--- config.mk ---
export PLATFORM = sky130hd
export DESIGN_NAME = saber_matvec_scheduler
export DESIGN_NICKNAME = d
export VERILOG_FILES = /design/src/rtl/saber_matvec_scheduler.sv
export SDC_FILE = /design/constraint.sdc
export NUM_CORES = 1
export LEC_CHECK = 0
export BUFFER_PORTS_ARGS = -buffer_cell sky130_fd_sc_hd__buf_2
export CORE_MARGIN = 8
export CORE_UTILIZATION = 48
export DETAILED_ROUTE_END_ITERATION = 7
export PLACE_DENSITY = 0.88
export SKIP_LAST_GASP = 1
export SLEW_MARGIN = 20
export SYNTH_ARGS = -nofsm -noshare
export SYNTH_HDL_FRONTEND = slang
export SYNTH_SLANG_ARGS = --single-unit
--- constraint.sdc ---
create_clock -name clk -period 5.65 [get_ports clk]
set_input_delay 0.8475 -clock clk [delete_from_list [all_inputs] [get_ports clk]]
set_output_delay 0.8475 -clock clk [all_outputs]
set_load 0.01 [all_outputs]
--- src/rtl/saber_matvec_scheduler.sv ---
// Sequences a 256-coefficient polynomial multiplier across an LxL matrix-vector product.
// It owns the shared BRAM port for the whole job and writes one result row per matrix row.
module saber_matvec_scheduler #(
    parameter int L        = 3,
    parameter int AW       = 10,
    parameter int MAT_BASE = 0,
    parameter int SEC_BASE = 576,
    parameter int RES_BASE = 768,
    parameter int WDOG     = 4095
) (
    input  logic          clk,
    input  logic          rst,
    input  logic          start,
    input  logic          transpose,
    input  logic          coeff16,
    output logic          busy,
    output logic          done,
    output logic          err,
    output logic          mul_rst,
    output logic          mul_acc_clear,
    output logic          mul_read,
    output logic          mul_coeff4x,
    input  logic          mul_done,
    input  logic          mul_s_now,
    input  logic [6:0]    mul_a_addr,
    input  logic [7:0]    mul_s_addr,
    input  logic [63:0]   mul_coeff4x_out,
    output logic [AW-1:0] bram_addr,
    output logic          bram_we,
    output logic [63:0]   bram_wdata
);

    localparam int IW = (L > 1) ? $clog2(L) : 1;
    localparam int CW = $clog2(WDOG + 1);

    typedef enum logic [2:0] {
        S_IDLE, S_CLR, S_MRST, S_RUN, S_NEXT, S_DRAIN, S_ROWNEXT, S_DONE
    } state_t;

    state_t        state;
    logic [IW-1:0] i_idx;
    logic [IW-1:0] j_idx;
    logic [5:0]    k_idx;
    logic [CW-1:0] wd_cnt;
    logic          transpose_q;
    logic          coeff16_q;

    logic [AW-1:0] i_w;
    logic [AW-1:0] j_w;
    logic [AW-1:0] mat_poly;
    logic [AW-1:0] mat_addr;
    logic [AW-1:0] sec_addr;
    logic [AW-1:0] res_addr;

    // All index arithmetic is done at AW bits so overflow wraps inside the BRAM space.
    assign i_w      = AW'(i_idx);
    assign j_w      = AW'(j_idx);
    assign mat_poly = transpose_q ? (j_w * AW'(L) + i_w) : (i_w * AW'(L) + j_w);
    assign mat_addr = AW'(MAT_BASE) + mat_poly * AW'(64) + AW'(mul_a_addr);
    assign sec_addr = AW'(SEC_BASE) + j_w * AW'(64) + AW'(mul_s_addr);
    assign res_addr = AW'(RES_BASE) + i_w * AW'(64) + AW'(k_idx);

    assign mul_coeff4x = coeff16_q;
    assign bram_wdata  = mul_coeff4x_out;

    // NOTE: the default assignment ahead of the case keeps this block free of inferred latches.
    always_comb begin
        bram_addr = '0;
        case (state)
            S_RUN:   bram_addr = mul_s_now ? sec_addr : mat_addr;
            S_DRAIN: bram_addr = res_addr;
            default: bram_addr = '0;
        endcase
    end

    // NOTE: every register here is assigned with <=, so all branches see pre-edge values.
    always_ff @(posedge clk) begin
        if (rst) begin
            state         <= S_IDLE;
            i_idx         <= '0;
            j_idx         <= '0;
            k_idx         <= '0;
            wd_cnt        <= '0;
            transpose_q   <= 1'b0;
            coeff16_q     <= 1'b0;
            busy          <= 1'b0;
            done          <= 1'b0;
            err           <= 1'b0;
            mul_rst       <= 1'b1;
            mul_acc_clear <= 1'b0;
            mul_read      <= 1'b0;
            bram_we       <= 1'b0;
        end else begin
            done          <= 1'b0;
            err           <= 1'b0;
            mul_acc_clear <= 1'b0;
            case (state)
                S_IDLE: begin
                    mul_rst <= 1'b1;
                    if (start) begin
                        transpose_q   <= transpose;
                        coeff16_q     <= coeff16;
                        i_idx         <= '0;
                        j_idx         <= '0;
                        busy          <= 1'b1;
                        mul_acc_clear <= 1'b1;
                        state         <= S_CLR;
                    end
                end
                S_CLR: state <= S_MRST;
                S_MRST: begin
                    wd_cnt  <= '0;
                    mul_rst <= 1'b0;
                    state   <= S_RUN;
                end
                S_RUN: begin
                    if (mul_done) begin
                        mul_rst <= 1'b1;
                        state   <= S_NEXT;
                    end else if (wd_cnt == CW'(WDOG)) begin
                        err     <= 1'b1;
                        busy    <= 1'b0;
                        mul_rst <= 1'b1;
                        state   <= S_IDLE;
                    end else begin
                        wd_cnt <= wd_cnt + CW'(1);
                    end
                end
                S_NEXT: begin
                    if (j_idx != IW'(L - 1)) begin
                        j_idx <= j_idx + IW'(1);
                        state <= S_MRST;
                    end else begin
                        j_idx    <= '0;
                        k_idx    <= '0;
                        bram_we  <= 1'b1;
                        mul_read <= 1'b1;
                        state    <= S_DRAIN;
                    end
                end
                S_DRAIN: begin
                    // Word k is written this cycle; the rotation lands for word k+1.
                    k_idx <= k_idx + 6'd1;
                    if (k_idx == 6'd63) begin
                        bram_we  <= 1'b0;
                        mul_read <= 1'b0;
                        state    <= S_ROWNEXT;
                    end
                end
                S_ROWNEXT: begin
                    if (i_idx != IW'(L - 1)) begin
                        i_idx         <= i_idx + IW'(1);
                        mul_acc_clear <= 1'b1;
                        state         <= S_CLR;
                    end else begin
                        done  <= 1'b1;
                        state <= S_DONE;
                    end
                end
                S_DONE: begin
                    busy  <= 1'b0;
                    state <= S_IDLE;
                end
                default: state <= S_IDLE;
            endcase
        end
    end

endmodule

==> metrics, run 1 <==
outcome=finished, final reports clean; Iter 0 DRT Violations=127; Starting Density=50.10%; Synth area leaders=dfxtp_1 24%, buf_4 17%, ha_1 6.7%, a21oi_1 3.9%, mux2i_1 3.9%; Pre-Repair DR Iteration Count=4; layout cell share with drive strength beyond 1=17.52%; initial antenna violation count=0; Leak=1.078 nW; CTS tree=yes; Resize count post-CTS=0; RSZ-0062 raised after global routing=no; CTS Sinks=33; CP endpoint kind=output pin; Reg power frac=51.5%; clock-pin slew on the worst setup and hold paths=~0.070 ns; Pwr Total=0.0004835 W; clock buffer depth=2; CP max FO=6; Mean Syn Cell Area=7.889 um^2; CTS Root Cell=clkbuf_8; HPWL after detailed placement=around 4400 um; IO Count=168; post-synthesis cell area=2793 um^2; Switching Fraction=approximately 26%; data required time of the critical path=~4.8 ns; Cell Rows=27; clock network power share=37.3%; most frequent cells after synthesis=65 x buf_4, 33 x dfxtp_1, 24 x nand2_1; metal2 WL=3022 um; Comb power frac=11.2%; vias in the first global route=2,236; setup TNS=0 ns; DRC Markers=0; NetSw=0.0001257 W; Die Y=between 90 and 100 um; pin count of the biggest net entering global routing=34; Inst Count DP=roughly 380; critical path startpoint=j_idx[1]; GRT overflow=0; Final #Nets=420; Syn Nets=460; skew final=0.007706 ns; WL final=6115 um; post-CTS setup buffers=0; gr usage total=approximately 14%; Rel. slew slack=~45%; fin crit share=68.60%; Post-Layout Cell Count=386; Slew Viols, Final=0; CTS buffer count=5; via count=2,271; FF-to-FF setup slack=3.20 ns; Post-CTS Hold Fix Bufs=0; asr flop ratio synth=0%; Hold Violations, Final=0; CP Launch Type=register; Clock Latency Late Sink=0.28 ns; Synth top area share=23.66%; number of flops mapped to enable cells by yosys=0; IO Port Bufs=39; H-tree depth=2; Max Cap Viol=0; total internal power=~0.00036 W; post-synthesis sequential area ratio=a little under a quarter; Chip Width=92.28 um; number of synthesis warnings=0; critical path class=register to output pin; DR WL met3=about 420 um; global-route wire length before repair=between 10,000 and 15,000 um; Final min period=3.876 ns; post-synthesis register bit count=33; die area=8515 um^2; type of the worst min-delay path=register to register; fmax=0.2580 GHz; cell taking the most area after synthesis=dfxtp_1; Post-Synthesis Cells=354; Area Overhead vs Synth=-7.034%; critical path arrival=3.03 ns; gpl congestion=0.9126; worst vdd ir=roughly 0.1 mV; M1 WL=2608 um; antenna-violating nets left=0; Core Area=between 5000 and 6000 um^2; DR vias/cell=slightly below 6; reg2reg start=state[0]; top routing layer used=met4; Netlist cell types=55; count leader, synth=buf_4; Top FF cell, synth=dfxtp_1; worst-margin pin slew=slightly above 0.8 ns; P per Cell Area=186.2 nW/um^2; hold_sp=mul_coeff4x; final setup violation count=0; # diodes=0; Avg WL per Cell=15.84 um
[final cells by class]
class,instances,area (um^2)
timing repair buffer,39,195.2
sequential,33,660.6
clock buffer,7,86.33
fill,534,2978
inverter,16,60.06
tap,72,90.09
multi-input combinational,219,1504
[stage by stage]
| step | utilization (%) | hold WS [ns] | setup WS, ns | area (um^2) |
|---|---|---|---|---|
| 4_1_cts | 46.35 | 0.4687 | 1.802 | 2584 |
| 2_1_floorplan | - | 0.4567 | 2.358 | 2793 |
| 5_1_grt | 46.58 | 0.4872 | 1.629 | 2596 |
| 3_5_place_dp | 44.80 | 0.4596 | 2.122 | 2497 |
| 3_3_place_gp | 44.80 | 0.4433 | 2.276 | 2497 |
| 6_report | 46.58 | 0.4655 | 1.774 | 2596 |
[metal layers]
metal  GRT usage, %  vias up
li1               -     1093
met2          23.30      104
met3          5.134       11
met5              0        -
met4          5.235        0
met1          16.71     1063
[state kept, by name, indices dropped and copies added (netlist names)]
signal	count
wd_cnt	12
j_idx	2
k_idx	6
mul_acc_clear	1
state	3
done	1
mul_rst	1
i_idx	2
bram_we	1
transpose_q	1
err	1
mul_coeff4x	1
busy	1
[cell usage in the layout, fill, tap and decap left out, drive strengths merged, types with 3 or more instances in the layout]
cell type  instances
nand2             24
and3               8
nor2              17
fa                 5
nor2b              5
or4                3
clkbuf             7
inv               16
mux2i             11
nor3               9
a31oi              6
o211ai             3
a21oi             22
nand3             11
o21ai             22
dfxtp             33
ha                15
buf               39
nand4              6
and4               3
and2               7
[worst paths after layout]
kind | depth (start not counted) | endpoint
worst max-delay path | 11 | bram_addr[9]
worst min-delay path | 2 | mul_coeff4x
worst max register to register | 3 | wd_cnt[8]
worst min register to register | 2 | mul_coeff4x
[kinds of logic after synthesis]
family / count (synthesis) / synth area share (%)
adder cells (fa/ha/maj): 20 / 10.30
XOR/XNOR: 2 / 0.6274
buffers and inverters: 102 / 22.94
flip-flops: 33 / 23.66
multiplexers: 13 / 4.749
AO/OA/AOI/OAI: 72 / 15.68
AND/OR/NAND/NOR: 112 / 22.04
[critical path, stage by stage (launching register included)]
cell and delay, ns:
dfxtp_1 0.41, inv_1 0.18, fa_1 0.51, inv_1 0.04
ha_1 0.18, inv_1 0.07, fa_1 0.44, nor3b_1 0.20
o21ai_0 0.13, xor2_1 0.19, o31ai_1 0.22, buf_2 0.19
[power groups by stage]
stage               registers [W]  clock network [W]  logic (W)
detailed placement       0.000254                  0  0.0000531
floorplan                0.000246                  0  0.0000874
CTS                      0.000248           0.000185  0.0000535
global placement         0.000253                  0  0.0000514
global route             0.000250           0.000196  0.0000607
finish                   0.000249           0.000180  0.0000541
Note: power is estimated with default switching activity, not from simulation.
==> run 2, diff against run 1 <==
--- a/config.mk
+++ b/config.mk
@@ -7,9 +7,9 @@
 export LEC_CHECK = 0
 export BUFFER_PORTS_ARGS = -buffer_cell sky130_fd_sc_hd__buf_2
 export CORE_MARGIN = 8
-export CORE_UTILIZATION = 48
+export CORE_UTILIZATION = 44
 export DETAILED_ROUTE_END_ITERATION = 7
-export PLACE_DENSITY = 0.88
+export PLACE_DENSITY = 0.81
 export SKIP_LAST_GASP = 1
 export SLEW_MARGIN = 20
 export SYNTH_ARGS = -nofsm -noshare
==> constraint.sdc (replaced) <==
create_clock -name clk -period 4 [get_ports clk]
set_input_delay 0.6 -clock clk [delete_from_list [all_inputs] [get_ports clk]]
set_output_delay 0.6 -clock clk [all_outputs]
set_load 0.01 [all_outputs]
==> run 2 against run 1 <==
Register-to-register slack got worse by 1.7 ns. Global-route usage decreased by 0.46 points. Combinational power rose by 38%. Routed wire length rose by 0.21%. Total power grew 41%. Clock skew grew 0.0077 ns. Setup slack got worse by 1.4 ns. Sequential power grew 41%. Non-clock buffer count up 1. Sequential share of layout area about the same. Via count down 0.22%. First-iteration DRC count grew 10%. Critical endpoint unchanged. Largest power group unchanged.
==> metrics, run 2 (synthesis gave the netlist of run 1 again) <==
outcome=finished, final reports clean; Crit path max-delay family=adder cells; flip-flop count of the largest register after layout=12 (unchanged); Area Overhead vs Synth=-6.989% (about the same); RSZ-0062 raised after global routing=no; DR vias/cell=5.766 (-2.0%); Core Area=6241 um^2 (+12%); Iter 0 DRT Violations=140 (+10%); via count=2,266 (-0.22%); H-tree depth=2 (unchanged); type of the worst min-delay path=register to register; fill count=651 (+22%); largest registers=wd_cnt (12), k_idx (6), state (3); CTS tree=yes; GRT met3 Usage=5.197% (+0.062 points); gr busiest metal=met2; global-route wire length before repair=10,190 um (unchanged); critical path class=register to output pin; Final Cell Area=2597 um^2 (about the same); CP Depth=11 (unchanged); CTS buffer count=5 (unchanged); CTS Root Cell=clkbuf_8; IO Port Bufs=39 (unchanged); reg2reg path depth=3 (unchanged); Worst Hold Path EP=mul_coeff4x; worst vdd ir=0.1498 mV (+54%); Post-CTS Hold Fix Bufs=0 (unchanged); WL final=6128 um (+0.21%); clock buffer depth=2 (unchanged); critical path arrival=3.03 ns (about the same); layout cell share with drive strength beyond 1=17.72% (+0.21 points); Register Area=660.6 um^2 (unchanged); Reg with most FFs=wd_cnt; # diodes=0 (unchanged); Hold Slack=0.4644 ns (-0.001056 ns); CP max FO=6 (unchanged); GRT overflow=0 (unchanged); die area=9153 um^2 (+7.5%); reg2reg start=state[0]; Starting Density=44.75% (-5.4 points); hold_sp=mul_coeff4x; fin crit share=90.71%; FF-to-FF setup slack=1.49 ns (-1.71 ns); initial antenna violation count=0 (unchanged); Slew Viols, Final=0 (unchanged); Chip Width=95.67 um (+3.7%); data required time of the critical path=3.40 ns (-1.40 ns); met1 usage=17.17% (+0.46 points); post-CTS setup buffers=0 (unchanged); Max Cap Viol=0 (unchanged); skew final=0.01538 ns (+0.007679 ns); pin count of the biggest net entering global routing=34 (unchanged); setup TNS=0 ns (unchanged); gpl congestion=0.8317 (-8.9%); hold-critical path depth=2 (unchanged); Final min period=between 3 and 4 ns; Hold Violations, Final=0 (unchanged); Clock Latency Late Sink=0.30 ns (+0.02 ns); grt met2 use=21.49% (-1.8 points); clock-pin slew on the worst setup and hold paths=0.07 ns (about the same); Final #Nets=421 (+0.24%); FF-to-FF End=wd_cnt[8]; antenna-violating nets left=0 (unchanged); CTS Sinks=33 (unchanged); most frequent cells in the layout=39 x buf_2, 33 x dfxtp_1, 24 x nand2_1; Avg WL per Cell=15.59 um (-1.6%); fmax=0.2756 GHz; Cell Rows=29 (+7.4%); multi-input logic area=1491 um^2 (-0.83%); most frequent CP cell=inv_1; HPWL after detailed placement=4559 um (+2.9%); placed inst area=2511 um^2 (+0.55%); Die Y=95.67 um (+3.7%); worst-margin pin slew=0.9138 ns (+0.09285 ns); delay of the slowest critical-path stage=0.51 ns (about the same); Bufs and invs on worst path=4 (unchanged); IO Count=168 (unchanged); commonest non-fill, non-tap cell in the layout=buf_2; DRC Markers=0 (unchanged); CP endpoint kind=output pin; P per Cell Area=262.3 nW/um^2 (+41%); final setup violation count=0 (unchanged); vias in the first global route=2,189 (-2.1%); Pre-Repair DR Iteration Count=4 (unchanged); CP max stage cell=fa_1; gr usage total=13.79% (-0.46 points); Resize count post-CTS=0 (unchanged); Leak=1.080 nW (+0.22%); Final Util=41.62% (-5.0 points); crit path cell chain=inv_1, fa_1, inv_1, ha_1, inv_1, fa_1, nor3b_1, o21ai_0, xor2_1, o31ai_1, buf_2; Rel. slew slack=38.22% (-7.0 points); CP Launch Type=register
[run 2: metrics by stage]
stage / setup slack, ns / instances / power (W)
floorplan: 0.9560 / 354 / 0.0004711
CTS: 0.3402 / 393 / 0.0006835
detailed placement: 0.6864 / 385 / 0.0004342
global route: 0.1962 / 393 / 0.0007122
finish: 0.3715 / 393 / 0.0006814
global placement: 0.8358 / 385 / 0.0004311
[run 2: worst max path at each step]
stage,from,endpoint,slack [ns]
after CTS,j_idx[1],bram_addr[9],0.34
final,j_idx[1],bram_addr[9],0.37
after floorplan,i_idx[1],bram_addr[9],0.96
after global placement,j_idx[1],bram_addr[9],0.84
after global routing,j_idx[1],bram_addr[9],0.20
after detailed placement,j_idx[1],bram_addr[9],0.69
[run 2: final cells by class]
class / count / area share [%]
multi-input cells: 219 / 57.42
flip-flops and latches: 33 / 25.43
repair buffers: 40 / 7.803
well taps: 77 / 3.709
clock buffers: 5 / 2.649
inverters: 16 / 2.312
clock inverters: 3 / 0.6744
[run 2: power by group]
group          internal, W  switching [W]
clock             0.000120       0.000135
combinational    0.0000331      0.0000416
sequential        0.000335      0.0000168
[run 2: tightest hold or removal path: cells and delay by family, from the launching register on]
| family | cells | cell delay (ns) |
|---|---|---|
| DFF | 1 | 0.31 |
| AOI/OAI and AO/OA | 1 | 0.06 |
| and+or+nand+nor | 1 | 0.05 |
[run 2: routing by layer]
layer  wire length, um  share of wire, %
met5                 0                 0
met4                68               1.1
met3               583               9.5
met2              2779                45
met1              2697                44
